==> src/rtl/e203_itcm_arbt_sched.sv <==
// ---------------------------------------------------------------------------
// e203_itcm_arbt_sched
//
// Shares one ITCM SRAM ICB port between the LSU and the IFU.
//   - LSU wins by default. A starvation counter forces one IFU grant after
//     STARVE_MAX back-to-back LSU wins taken while the IFU was waiting.
//   - The command path is purely combinational (0 added cycles).
//   - A depth-2 owner FIFO (1 = IFU) records who issued each outstanding
//     command, so each response is steered back to its issuer.
//   - ifu_holdup tracks whether the SRAM output still holds the last IFU fetch.
//
// Ports
//   clk, rst_n           clock, synchronous active-low reset
//   lsu_icb_cmd_*        LSU command channel (valid/ready/read/addr/wdata/wmask)
//   lsu_icb_rsp_*        LSU response channel (valid/ready/rdata/err)
//   ifu_icb_cmd_*        IFU command channel, same shape as the LSU one
//   ifu_icb_rsp_*        IFU response channel
//   sram_icb_cmd_*       muxed command toward the SRAM controller
//   sram_icb_rsp_*       response from the SRAM controller
//   ifu_holdup           SRAM output still holds the last IFU fetch
//   spurious_rsp         sticky: response seen with no recorded owner
//   sched_active         any command valid, or responses still outstanding
// ---------------------------------------------------------------------------
module e203_itcm_arbt_sched #(
  parameter int AW         = 16,
  parameter int DW         = 32,
  parameter int MW         = 4,
  parameter int STARVE_MAX = 4
) (
  input  logic          clk,
  input  logic          rst_n,

  input  logic          lsu_icb_cmd_valid,
  output logic          lsu_icb_cmd_ready,
  input  logic          lsu_icb_cmd_read,
  input  logic [AW-1:0] lsu_icb_cmd_addr,
  input  logic [DW-1:0] lsu_icb_cmd_wdata,
  input  logic [MW-1:0] lsu_icb_cmd_wmask,
  output logic          lsu_icb_rsp_valid,
  input  logic          lsu_icb_rsp_ready,
  output logic [DW-1:0] lsu_icb_rsp_rdata,
  output logic          lsu_icb_rsp_err,

  input  logic          ifu_icb_cmd_valid,
  output logic          ifu_icb_cmd_ready,
  input  logic          ifu_icb_cmd_read,
  input  logic [AW-1:0] ifu_icb_cmd_addr,
  input  logic [DW-1:0] ifu_icb_cmd_wdata,
  input  logic [MW-1:0] ifu_icb_cmd_wmask,
  output logic          ifu_icb_rsp_valid,
  input  logic          ifu_icb_rsp_ready,
  output logic [DW-1:0] ifu_icb_rsp_rdata,
  output logic          ifu_icb_rsp_err,

  output logic          sram_icb_cmd_valid,
  input  logic          sram_icb_cmd_ready,
  output logic          sram_icb_cmd_read,
  output logic [AW-1:0] sram_icb_cmd_addr,
  output logic [DW-1:0] sram_icb_cmd_wdata,
  output logic [MW-1:0] sram_icb_cmd_wmask,
  input  logic          sram_icb_rsp_valid,
  output logic          sram_icb_rsp_ready,
  input  logic [DW-1:0] sram_icb_rsp_rdata,
  input  logic          sram_icb_rsp_err,

  output logic          ifu_holdup,
  output logic          spurious_rsp,
  output logic          sched_active
);

  // Flattened command payload: {read, addr, wdata, wmask}
  localparam int CW = 1 + AW + DW + MW;
  localparam logic [3:0] STARVE_LIM = 4'(STARVE_MAX);

  logic [CW-1:0] lsu_cmd, ifu_cmd, sram_cmd;

  logic [3:0] starve_cnt;
  logic       prio_ifu, grant_lsu, grant_ifu, can_issue;
  logic       cmd_hs, lsu_hs, ifu_hs, rsp_hs;

  // owner FIFO
  logic [1:0] own_q;
  logic       wptr, rptr;
  logic [1:0] cnt;
  logic       fifo_full, fifo_empty, head, push, pop;

  // -------------------------------------------------------------------------
  // Grant / command mux
  // -------------------------------------------------------------------------
  assign lsu_cmd = {lsu_icb_cmd_read, lsu_icb_cmd_addr, lsu_icb_cmd_wdata, lsu_icb_cmd_wmask};
  assign ifu_cmd = {ifu_icb_cmd_read, ifu_icb_cmd_addr, ifu_icb_cmd_wdata, ifu_icb_cmd_wmask};

  assign prio_ifu  = (starve_cnt == STARVE_LIM);
  assign grant_lsu = lsu_icb_cmd_valid & ~(prio_ifu & ifu_icb_cmd_valid);
  assign grant_ifu = ifu_icb_cmd_valid & ~grant_lsu;
  assign can_issue = ~fifo_full;

  // AND-OR mux: payload is all-zero when nobody is granted
  assign sram_cmd = ({CW{grant_lsu}} & lsu_cmd) | ({CW{grant_ifu}} & ifu_cmd);
  assign {sram_icb_cmd_read, sram_icb_cmd_addr, sram_icb_cmd_wdata, sram_icb_cmd_wmask} = sram_cmd;

  assign sram_icb_cmd_valid = (lsu_icb_cmd_valid | ifu_icb_cmd_valid) & can_issue;
  assign lsu_icb_cmd_ready  = grant_lsu & can_issue & sram_icb_cmd_ready;
  assign ifu_icb_cmd_ready  = grant_ifu & can_issue & sram_icb_cmd_ready;

  assign cmd_hs = sram_icb_cmd_valid & sram_icb_cmd_ready;
  assign lsu_hs = lsu_icb_cmd_valid & lsu_icb_cmd_ready;
  assign ifu_hs = ifu_icb_cmd_valid & ifu_icb_cmd_ready;

  // -------------------------------------------------------------------------
  // Response routing
  // -------------------------------------------------------------------------
  assign fifo_full  = (cnt == 2'd2);
  assign fifo_empty = (cnt == 2'd0);
  assign head       = own_q[rptr];

  assign lsu_icb_rsp_valid  = sram_icb_rsp_valid & ~fifo_empty & ~head;
  assign ifu_icb_rsp_valid  = sram_icb_rsp_valid & ~fifo_empty &  head;
  assign sram_icb_rsp_ready = ~fifo_empty & (head ? ifu_icb_rsp_ready : lsu_icb_rsp_ready);

  assign lsu_icb_rsp_rdata = sram_icb_rsp_rdata;
  assign ifu_icb_rsp_rdata = sram_icb_rsp_rdata;
  assign lsu_icb_rsp_err   = sram_icb_rsp_err;
  assign ifu_icb_rsp_err   = sram_icb_rsp_err;

  assign rsp_hs = sram_icb_rsp_valid & sram_icb_rsp_ready;

  // cmd_hs already implies ~fifo_full, so a pop in the same cycle never
  // lets a push sneak into a full FIFO.
  assign push = cmd_hs;
  assign pop  = rsp_hs;

  // -------------------------------------------------------------------------
  // Owner FIFO
  // -------------------------------------------------------------------------
  always_ff @(posedge clk) begin
    if (!rst_n) begin
      own_q <= '0;
      wptr  <= 1'b0;
      rptr  <= 1'b0;
      cnt   <= 2'd0;
    end else begin
      if (push) begin
        own_q[wptr] <= grant_ifu;
        wptr        <= ~wptr;
      end
      if (pop) rptr <= ~rptr;
      case ({push, pop})
        2'b10:   cnt <= cnt + 2'd1;
        2'b01:   cnt <= cnt - 2'd1;
        default: cnt <= cnt;
      endcase
    end
  end

  // -------------------------------------------------------------------------
  // Starvation counter, holdup flag, spurious-response flag
  // -------------------------------------------------------------------------
  always_ff @(posedge clk) begin
    if (!rst_n) begin
      starve_cnt   <= 4'd0;
      ifu_holdup   <= 1'b0;
      spurious_rsp <= 1'b0;
    end else begin
      // counts only LSU wins taken while the IFU was actually waiting
      if (!ifu_icb_cmd_valid || ifu_hs)
        starve_cnt <= 4'd0;
      else if (lsu_hs && (starve_cnt != STARVE_LIM))
        starve_cnt <= starve_cnt + 4'd1;

      if (ifu_hs)      ifu_holdup <= 1'b1;
      else if (lsu_hs) ifu_holdup <= 1'b0;

      if (sram_icb_rsp_valid && fifo_empty) spurious_rsp <= 1'b1;
    end
  end

  assign sched_active = lsu_icb_cmd_valid | ifu_icb_cmd_valid | ~fifo_empty;

endmodule
==> config.mk <==
export PLATFORM = sky130hd
export DESIGN_NAME = e203_itcm_arbt_sched
export DESIGN_NICKNAME = d
export VERILOG_FILES = /design/src/rtl/e203_itcm_arbt_sched.sv
export SDC_FILE = /design/constraint.sdc
export NUM_CORES = 1
export LEC_CHECK = 0
export BUFFER_PORTS_ARGS = -buffer_cell sky130_fd_sc_hd__buf_4
export CAP_MARGIN = 20
export CORE_AREA = 3 3 105 107
export CTS_CLUSTER_SIZE = 30
export DETAILED_ROUTE_END_ITERATION = 10
export DIE_AREA = 0 0 108 110
export PLACE_DENSITY = 0.54
export SLEW_MARGIN = 20
export SYNTH_ARGS = -nofsm -noshare
export SYNTH_HDL_FRONTEND = slang
export SYNTH_SLANG_ARGS = --single-unit
==> constraint.sdc <==
create_clock -name clk -period 3.7 [get_ports clk]
set_input_delay 0.74 -clock clk [delete_from_list [all_inputs] [get_ports clk]]
set_output_delay 0.74 -clock clk [all_outputs]
set_load 0.005 [all_outputs]
==> results of run 1 <==
==> state kept, by name, summed over array words and instances (netlist names) <==
name          cells
own_q             2
cnt               2
ifu_holdup        1
wptr              1
rptr              1
starve_cnt        4
spurious_rsp      1
==> cell usage in the layout (no fill, tap or decap), types with 2 or more instances in the layout <==
master	count
and2_1	3
nor3_1	2
ha_1	3
mux2i_1	2
buf_4	178
nand3_1	56
a21oi_1	4
a21boi_0	3
nand4_1	3
or3_1	2
inv_1	4
nand2_1	114
clkbuf_8	4
nor2b_1	2
dfxtp_1	12
a31oi_1	2
o21ai_0	4
o211ai_1	2
nor2_1	5
xnor2_1	3
==> worst max-delay path by stage <==
stage / start / to / slack, ns / depth (start not counted)
after CTS: ifu_icb_cmd_valid / sram_icb_cmd_wdata[22] / 0.82 / 7
final: ifu_icb_cmd_valid / sram_icb_cmd_wdata[22] / 0.85 / 7
after floorplan: ifu_icb_cmd_valid / ifu_icb_cmd_ready / 1.39 / 6
after detailed placement: ifu_icb_cmd_valid / sram_icb_cmd_wdata[22] / 0.83 / 7
after global routing: ifu_icb_cmd_valid / sram_icb_cmd_wdata[21] / 0.74 / 7
after global placement: ifu_icb_cmd_valid / sram_icb_cmd_wdata[23] / 0.83 / 7
==> routing by layer <==
layer / vias up / routed length [um] / track usage
li1: 1186 / - / -
met4: 0 / 20 / 0.00902
met2: 147 / 4290 / 0.225
met1: 1045 / 2990 / 0.128
met3: 5 / 870 / 0.0326
met5: - / 0 / 0
==> power by group <==
| part | internal (W) | switching (W) | total (W) |
|---|---|---|---|
| Clock | 0.0000941 | 0.0000516 | 0.000146 |
| Sequential | 0.000142 | 0.0000176 | 0.000160 |
| Combinational | 0.000199 | 0.000142 | 0.000342 |
| Total | 0.000436 | 0.000211 | 0.000647 |
==> worst min-delay path: stages (launching register included) <==
cell and delay (ns):
dfxtp_1 0.33, nand2_1 0.06, a21oi_1 0.05
==> Yosys cell counts, types with 4 or more instances <==
library cell / number / area share
a21oi_1: 4 / 0.010
buf_2: 9 / 0.022
buf_4: 68 / 0.25
buf_6: 6 / 0.034
clkbuf_1: 4 / 0.0075
dfxtp_1: 12 / 0.12
inv_1: 4 / 0.0075
nand2_1: 114 / 0.21
nand3_1: 56 / 0.14
nor2_1: 5 / 0.0094
o21ai_0: 4 / 0.010
==> stage by stage <==
step | total power, W | instances | utilization | cell area (sq um) | hold WS [ns]
6_report | 0.000647 | 559 | 0.288 | 2950 | 0.488
4_1_cts | 0.000658 | 559 | 0.288 | 2950 | 0.487
3_5_place_dp | 0.000509 | 555 | 0.283 | 2900 | 0.480
3_3_place_gp | 0.000505 | 555 | 0.283 | 2900 | 0.478
2_1_floorplan | 0.000366 | 327 | - | 2010 | 0.462
5_1_grt | 0.000697 | 559 | 0.288 | 2950 | 0.523
==> cell families after synthesis <==
kind of cell,synth area share
compound gates,0.0649
xor+xnor,0.0175
fa+ha+maj,0.0187
buf+inv,0.326
flops,0.120
mux,0.0168
simple gates,0.437
==> area by class of cell <==
class | instances | area, sq um
fillers | 1146 | 7280
multi-input cells | 224 | 1110
inverters | 4 | 15.0
repair buffers | 179 | 1360
clock buffers | 4 | 55.1
well taps | 136 | 170
flip-flops and latches | 12 | 240
==> flow_summary.toml, run 1 <==
[synthesis]
synth_seq_cells = 12
yosysWarnings = 0
syn_nets = 477
synth_seq_area_share = 0.120
synth_edf_count = 0
yosysUniqueCellTypes = 35
syn_area_sq_um = 2010
synth-main-ff-cell = "dfxtp_1"
syn_area_per_cell_sq_um = 6.13
async_reset_ff_frac = 0
netlist_instances = 327

[route]
first_pass_iters = 5
vias = 2383
wl_per_cell_um = 14.6
antenna_left = 0
remaining_drc_errors = 0
drt_iter0_markers = 164
wl_mm = 8.17
routed_via_density = 4.26

[sta]
clock.fmax_mhz = 351
fin_crit_ns = 2.85
tns_ns = 0
fin_skew_ns = 0.000861
slew_viol_final = 0
relSlewSlack = 0.740
setup_viol_count_final = 0
tightestPinTransition_ns = 0.390
finalHoldViolations = 0
min_period_over_period = 0.769
setup_ws_ns = 0.854
rsz0062_at_grt = "false"

[grt]
track_usage = 0.115
grt_pass1_wl_mm = 11.0
grt-ovfl-total = 0
grt_pass1_vias = 2166
antenna_found_initial = 0
grt_max_degree = 38

[final_layout]
antenna_cells = 0
syn2layout_area_growth_pct = 47.1
nets = 574
drive_gt1_frac = 0.447

[clocking]
cts_made_buffers = 3
clk_pin_slew_ns = 0.06
cts_buffer_depth = 2
ctsHtreeMaxLevel = 1
cts_sinks = 12
root_buffer = "clkbuf_8"
ctsHoldBuffers = 0
post-cts-setup-buffer-count = 0
cts_tree = "done"
clock_latency_ns = 0.24
postCtsResizedCells = 0

[job]
cap_violations = 0

[worst_setup_path]
r2r-start = "rptr"
arrival_ns = 2.11
critPathCaptureType = "primary output"
rr_endpoint = "cnt[1]"
critPathBufInv = 4
r2r_cells = 5
cpLargestDelayFamily = "buffers and inverters"
slowest_delay_ns = 0.41
worstSetupStartpointType = "input port"
critPathKind = "input port to primary output"
cp.required_ns = 2.96
cp_cell_sequence = "buf_4 > inv_1 > o21a_2 > buf_12 > nand2_1 > nand2_1 > buf_4"
rrSetupSlack_ns = 1.79
crit_slowest_cell = "o21a_2"
worstPathMaxFanout = 37

[floorplanning]
initial_core_util = 0.196
placeableCoreArea_sq_um = 10200
fp-row-count = 37
ioPinCount = 275
dieArea_sq_um = 11900
die_h_um = 110
die_x_um = 108

[place]
io_buffers = 175
routabilityCongestion = 0.682
dpl_worst_slack_ns = 0.833
hpwlAfterDp_mm = 6.61

[outcome]
run_status = "complete, no violations"

[power_and_ir_drop]
p_leak_nw = 1.61
ir_drop_v = 0.000290
powerDensity_nw_per_um2 = 219

[min_path]
hold_path_class = "flip-flop to flip-flop"
hold_path_depth = 2
whs_endpoint = "starve_cnt[1]"
hp-start = "starve_cnt[1]"
Power figures use the tool's default switching activity.
==> inputs of run 2 (changes only) <==
CORE_AREA = 3 3 107 109   (was 3 3 105 107)
DIE_AREA = 0 0 110 112   (was 0 0 108 110)
clock period = 2.39 ns   (was 3.7 ns; I/O delays follow)
==> run 2 against run 1 <==
Effect of this change: via count hardly changed; hold slack better by 0.0061 ns; die area is 3.7% higher; global-route usage is 0.62 points lower; clock skew is 0.0015 ns higher; critical endpoint is now sram_icb_cmd_wdata[4]; highest routed layer unchanged.
==> flow_summary.toml, run 2 (same netlist as run 1, synthesis figures left out) <==
[outcome]
run_status = "complete, no violations"

[power_and_ir_drop]
p_leak_nw = 1.62
ir_drop_v = 0.000384
powerDensity_nw_per_um2 = 335
p_total_w = 0.000999

[floorplanning]
placeableCoreArea_sq_um = 10700
ioPinCount = 275
dieArea_sq_um = 12300
die_h_um = 112
die_x_um = 110
fp-row-count = 38
initial_core_util = 0.187

[final_layout]
drive_gt1_frac = 0.449
final_cell_mix = "178 x buf_4, 114 x nand2_1, 56 x nand3_1"
antenna_cells = 0
nets = 576
top_regs = "starve_cnt: 4 flops, cnt: 2 flops, own_q: 2 flops"
fillCellCount = 1181
syn2layout_area_growth_pct = 48.5
final_common_cell = "buf_4"
top_register = "starve_cnt"
largest_reg_flops = 4

[clocking]
root_buffer = "clkbuf_8"
postCtsResizedCells = 0
clock_latency_ns = 0.24
cts_buffer_depth = 2
ctsHtreeMaxLevel = 1
cts_tree = "done"
cts_made_buffers = 3
cts_sinks = 12
ctsHoldBuffers = 0
post-cts-setup-buffer-count = 0
clk_pin_slew_ns = 0.06

[min_path]
hold_path_class = "flip-flop to flip-flop"

[sta]
setup_viol_count_final = 0
slew_viol_final = 0
clock.fmax_mhz = 447
setup_ws_ns = 0.152
tns_ns = 0
tightestPinTransition_ns = 0.395
finalHoldViolations = 0
fin_crit_ns = 2.24
fin_skew_ns = 0.00233
relSlewSlack = 0.737
min_period_over_period = 0.937
rsz0062_at_grt = "false"

[worst_setup_path]
critPathCaptureType = "primary output"
worstSetupStartpointType = "flip-flop"
arrival_ns = 1.76
worstPathMaxFanout = 27
cp.required_ns = 1.91
critPathKind = "flip-flop to primary output"

[grt]
grt-ovfl-total = 0
grt_pass1_vias = 2218
antenna_found_initial = 0
track_usage = 0.109
grt_pass1_wl_mm = 10.9
grt_max_degree = 41

[route]
antenna_left = 0
drt_iter0_markers = 85
wl_mm = 7.72
remaining_drc_errors = 0
first_pass_iters = 4
vias = 2382
wl_per_cell_um = 13.7
routed_via_density = 4.22

[place]
routabilityCongestion = 0.734
dpl_worst_slack_ns = 0.336
hpwlAfterDp_mm = 6.41
io_buffers = 175

[job]
cap_violations = 0
## run 2: changes by cell type in the layout (fill, tap and decap cells not counted), sizes merged
cell	before	now
buf	179	181
## run 2: final cells by class
cell class                 count  area (sq um)  area share
timing repair buffer         181          1380       0.463
multi-input combinational    224          1110       0.374
sequential                    12           240      0.0807
tap                          140           175      0.0588
clock buffer                   4          55.1      0.0185
inverter                       4          15.0     0.00504
## run 2: final timing paths
check / start / end / slack (ns) / cells past startpoint
worst max-delay path: starve_cnt[0] / sram_icb_cmd_wdata[4] / 0.15 / 8
worst min-delay path: own_q[0] / own_q[0] / 0.49 / 2
worst max register to register: rptr / cnt[1] / 0.45 / 5
worst min register to register: own_q[0] / own_q[0] / 0.49 / 2
## run 2: metrics by stage
step           hold slack, ns  area, sq um  utilization  std cells
6_report                0.494         2980        0.278        565
4_1_cts                 0.494         2970        0.278        565
5_1_grt                 0.511         2980        0.278        565
3_5_place_dp            0.485         2920        0.273        561
2_1_floorplan           0.462         2010            -        327
3_3_place_gp            0.480         2920        0.273        561
## run 2: per-layer routing
metal	global-route usage	vias up	wire, um
li1	-	1189	-
met1	0.132	1049	3020
met2	0.195	138	3810
met3	0.0290	6	868
met4	0.0125	0	19
met5	0	-	0
## run 2: critical path, stage by stage (launching register included)
cell and delay (ns):
dfxtp_1 0.34, inv_1 0.07, ha_1 0.23, nand3b_4 0.12, o21ai_4 0.16, buf_6 0.25
nand3_1 0.11, nand2_1 0.12, buf_4 0.12
## run 2: power by group
part           leakage, nW  switching, W  internal, W
Clock               0.0288     0.0000776     0.000146
Combinational         1.49      0.000217     0.000312
Sequential          0.0980     0.0000262     0.000221
==> inputs of run 3 (changes only) <==
ABC_AREA = 1   (was unset)
CAP_MARGIN = unset   (was 20)
CORE_AREA = 3 3 104 106   (was 3 3 107 109)
DIE_AREA = 0 0 107 109   (was 0 0 110 112)
PLACE_DENSITY = 0.57   (was 0.54)
==> run 3 against run 2 <==
Effect of this change: area after synthesis shrank 2.2%; hold slack lost 0.023 ns; global-route usage grew 2.4 points; wire length grew 14%; sequential cell count is the same; count of clock-buffer cells in the layout shrank 1; core utilization grew 1.9 points; first-iteration DRC count grew 130%; clock power shrank 19%; highest routed layer unchanged.
==> flow_summary.toml, run 3 <==
[job]
cap_violations = 0

[sta]
tns_ns = 0
relSlewSlack = 0.738
clock.fmax_mhz = 451
min_period_over_period = 0.928
slew_viol_final = 0
setup_viol_count_final = 0
fin_skew_ns = 0.00320
fin_crit_ns = 2.22
tightestPinTransition_ns = 0.393
finalHoldViolations = 0
rsz0062_at_grt = "false"

[grt]
grt_max_degree = 39
grt-ovfl-total = 0
grt_pass1_wl_mm = 12.2
track_usage = 0.133
grt_pass1_vias = 2341
antenna_found_initial = 0

[floorplanning]
die_x_um = 107
placeableCoreArea_sq_um = 9860
ioPinCount = 275
initial_core_util = 0.199
fp-row-count = 36
dieArea_sq_um = 11700
die_h_um = 109

[clocking]
cts_made_buffers = 3
clk_pin_slew_ns = 0.05
cts_sinks = 12
ctsHtreeMaxLevel = 1
cts_buffer_depth = 2
cts_tree = "done"
root_buffer = "clkbuf_8"
clock_latency_ns = 0.24

[worst_setup_path]
critPathKind = "flip-flop to primary output"
crit_slowest_cell = "dfxtp_1"
worstPathMaxFanout = 27
worstSetupStartpointType = "flip-flop"
critPathCaptureType = "primary output"
r2r-start = "cnt[0]"
critPathMostFrequentCell = "inv_1"
slowest_delay_ns = 0.33
arrival_ns = 1.74
cp.required_ns = 1.91
crit_path_start = "starve_cnt[0]"
cp_cell_sequence = "inv_1 > ha_1 > nand3_2 > a21boi_4 > buf_6 > nand2_1 > inv_1 > buf_4"

[synthesis]
syn_area_per_cell_sq_um = 5.64
yosysUniqueCellTypes = 22
synth_top_area_share = 0.253
netlist_instances = 348
synth_edf_count = 0
synth_top_area_cell = "buf_4"
yosys-top-cells-area = "buf_4 25%, nand2_1 24%, nand3_1 15%"
synth_seq_area_share = 0.122
synth-main-ff-cell = "dfxtp_1"
syn_area_sq_um = 1960
synthTopCellsByCount = "125 x nand2_1, 66 x buf_4, 60 x nand3_1"
synth_seq_cells = 12
yosysMostFrequentCell = "nand2_1"
syn_nets = 498
yosysWarnings = 0
async_reset_ff_frac = 0

[final_layout]
seq_area_sq_um = 240
antenna_cells = 0
fillCellCount = 1103
top_register = "starve_cnt"
syn2layout_area_growth_pct = 49.6
final_cell_mix = "177 x buf_4, 125 x nand2_1, 60 x nand3_1"
nets = 599
utilization = 0.297
final_common_cell = "buf_4"
drive_gt1_frac = 0.421
largest_reg_flops = 4
multi_input_area_sq_um = 1050
top_regs = "starve_cnt: 4 flops, cnt: 2 flops, own_q: 2 flops"

[route]
remaining_drc_errors = 0
routed_via_density = 4.23
vias = 2455
wl_per_cell_um = 15.2
first_pass_iters = 5
antenna_left = 0
wl_mm = 8.79
drt_iter0_markers = 198

[min_path]
hp-start = "ifu_holdup"
hold_path_class = "flip-flop to flip-flop"

[power_and_ir_drop]
powerDensity_nw_per_um2 = 304
p_leak_nw = 1.69
ir_drop_v = 0.000271

[outcome]
run_status = "complete, no violations"

[place]
routabilityCongestion = 0.770
io_buffers = 175
hpwlAfterDp_mm = 7.54
-- run 3: cell families after synthesis --
group,after synthesis,share of synthesized area
buf+inv,104,0.347
simple gates,210,0.450
xor+xnor,2,0.00893
compound gates,17,0.0523
fa+ha+maj,3,0.0191
flops,12,0.122
-- run 3: where the power goes --
group / total [W] / switching (W) / leakage, nW / internal [W]
Sequential: 0.000230 / 0.0000133 / 0.0982 / 0.000216
Clock: 0.000181 / 0.0000705 / 0.0216 / 0.000111
Combinational: 0.000482 / 0.000203 / 1.57 / 0.000279
-- run 3: per-stage QoR --
stage / hold WS, ns / instances / area [sq um] / worst slack (ns) / total power, W
after floorplan: 0.445 / 348 / 1960 / 0.576 / 0.000505
after global placement: 0.460 / 577 / 2880 / 0.369 / 0.000714
after detailed placement: 0.466 / 577 / 2880 / 0.326 / 0.000720
after CTS: 0.474 / 580 / 2920 / 0.0824 / 0.000906
after global routing: 0.493 / 580 / 2930 / 0.0267 / 0.000964
final: 0.471 / 580 / 2930 / 0.172 / 0.000893
-- run 3: final timing paths --
check	slack, ns	endpoint	depth (start not counted)
setup reg to reg	0.67	cnt[1]	7
hold reg to reg	0.47	ifu_holdup	2
hold / removal	0.47	ifu_holdup	2
setup / recovery	0.17	ifu_icb_cmd_ready	8
-- run 3: area by class of cell --
cell class,instances,share of cell area
inverters,20,0.0256
repair buffers,180,0.464
well taps,133,0.0567
clock buffers,3,0.0141
multi-input cells,232,0.357
flip-flops and latches,12,0.0819
-- run 3: metal layers --
metal / global-route usage / part of all wire / vias to the layer above
met1: 0.131 / 0.33 / 1055
met3: 0.0930 / 0.18 / 18
met5: 0 / 0 / -
met4: 0.0365 / 0.013 / 0
met2: 0.228 / 0.48 / 150
li1: - / - / 1232
-- run 3: worst max-delay path: cells and delay by family (launching register included) --
family                   cells  cell delay [ns]
AND/OR/NAND/NOR              2             0.30
AO/OA/AOI/OAI                1             0.20
adder cells (fa/ha/maj)      1             0.18
flip-flops                   1             0.33
buffers and inverters        4             0.50
-- run 3: timing repair --
item,in CTS,in global routing
setup buffers,0,0
hold buffers,0,0
gates resized for setup,0,3
setup endpoints to repair,0,10
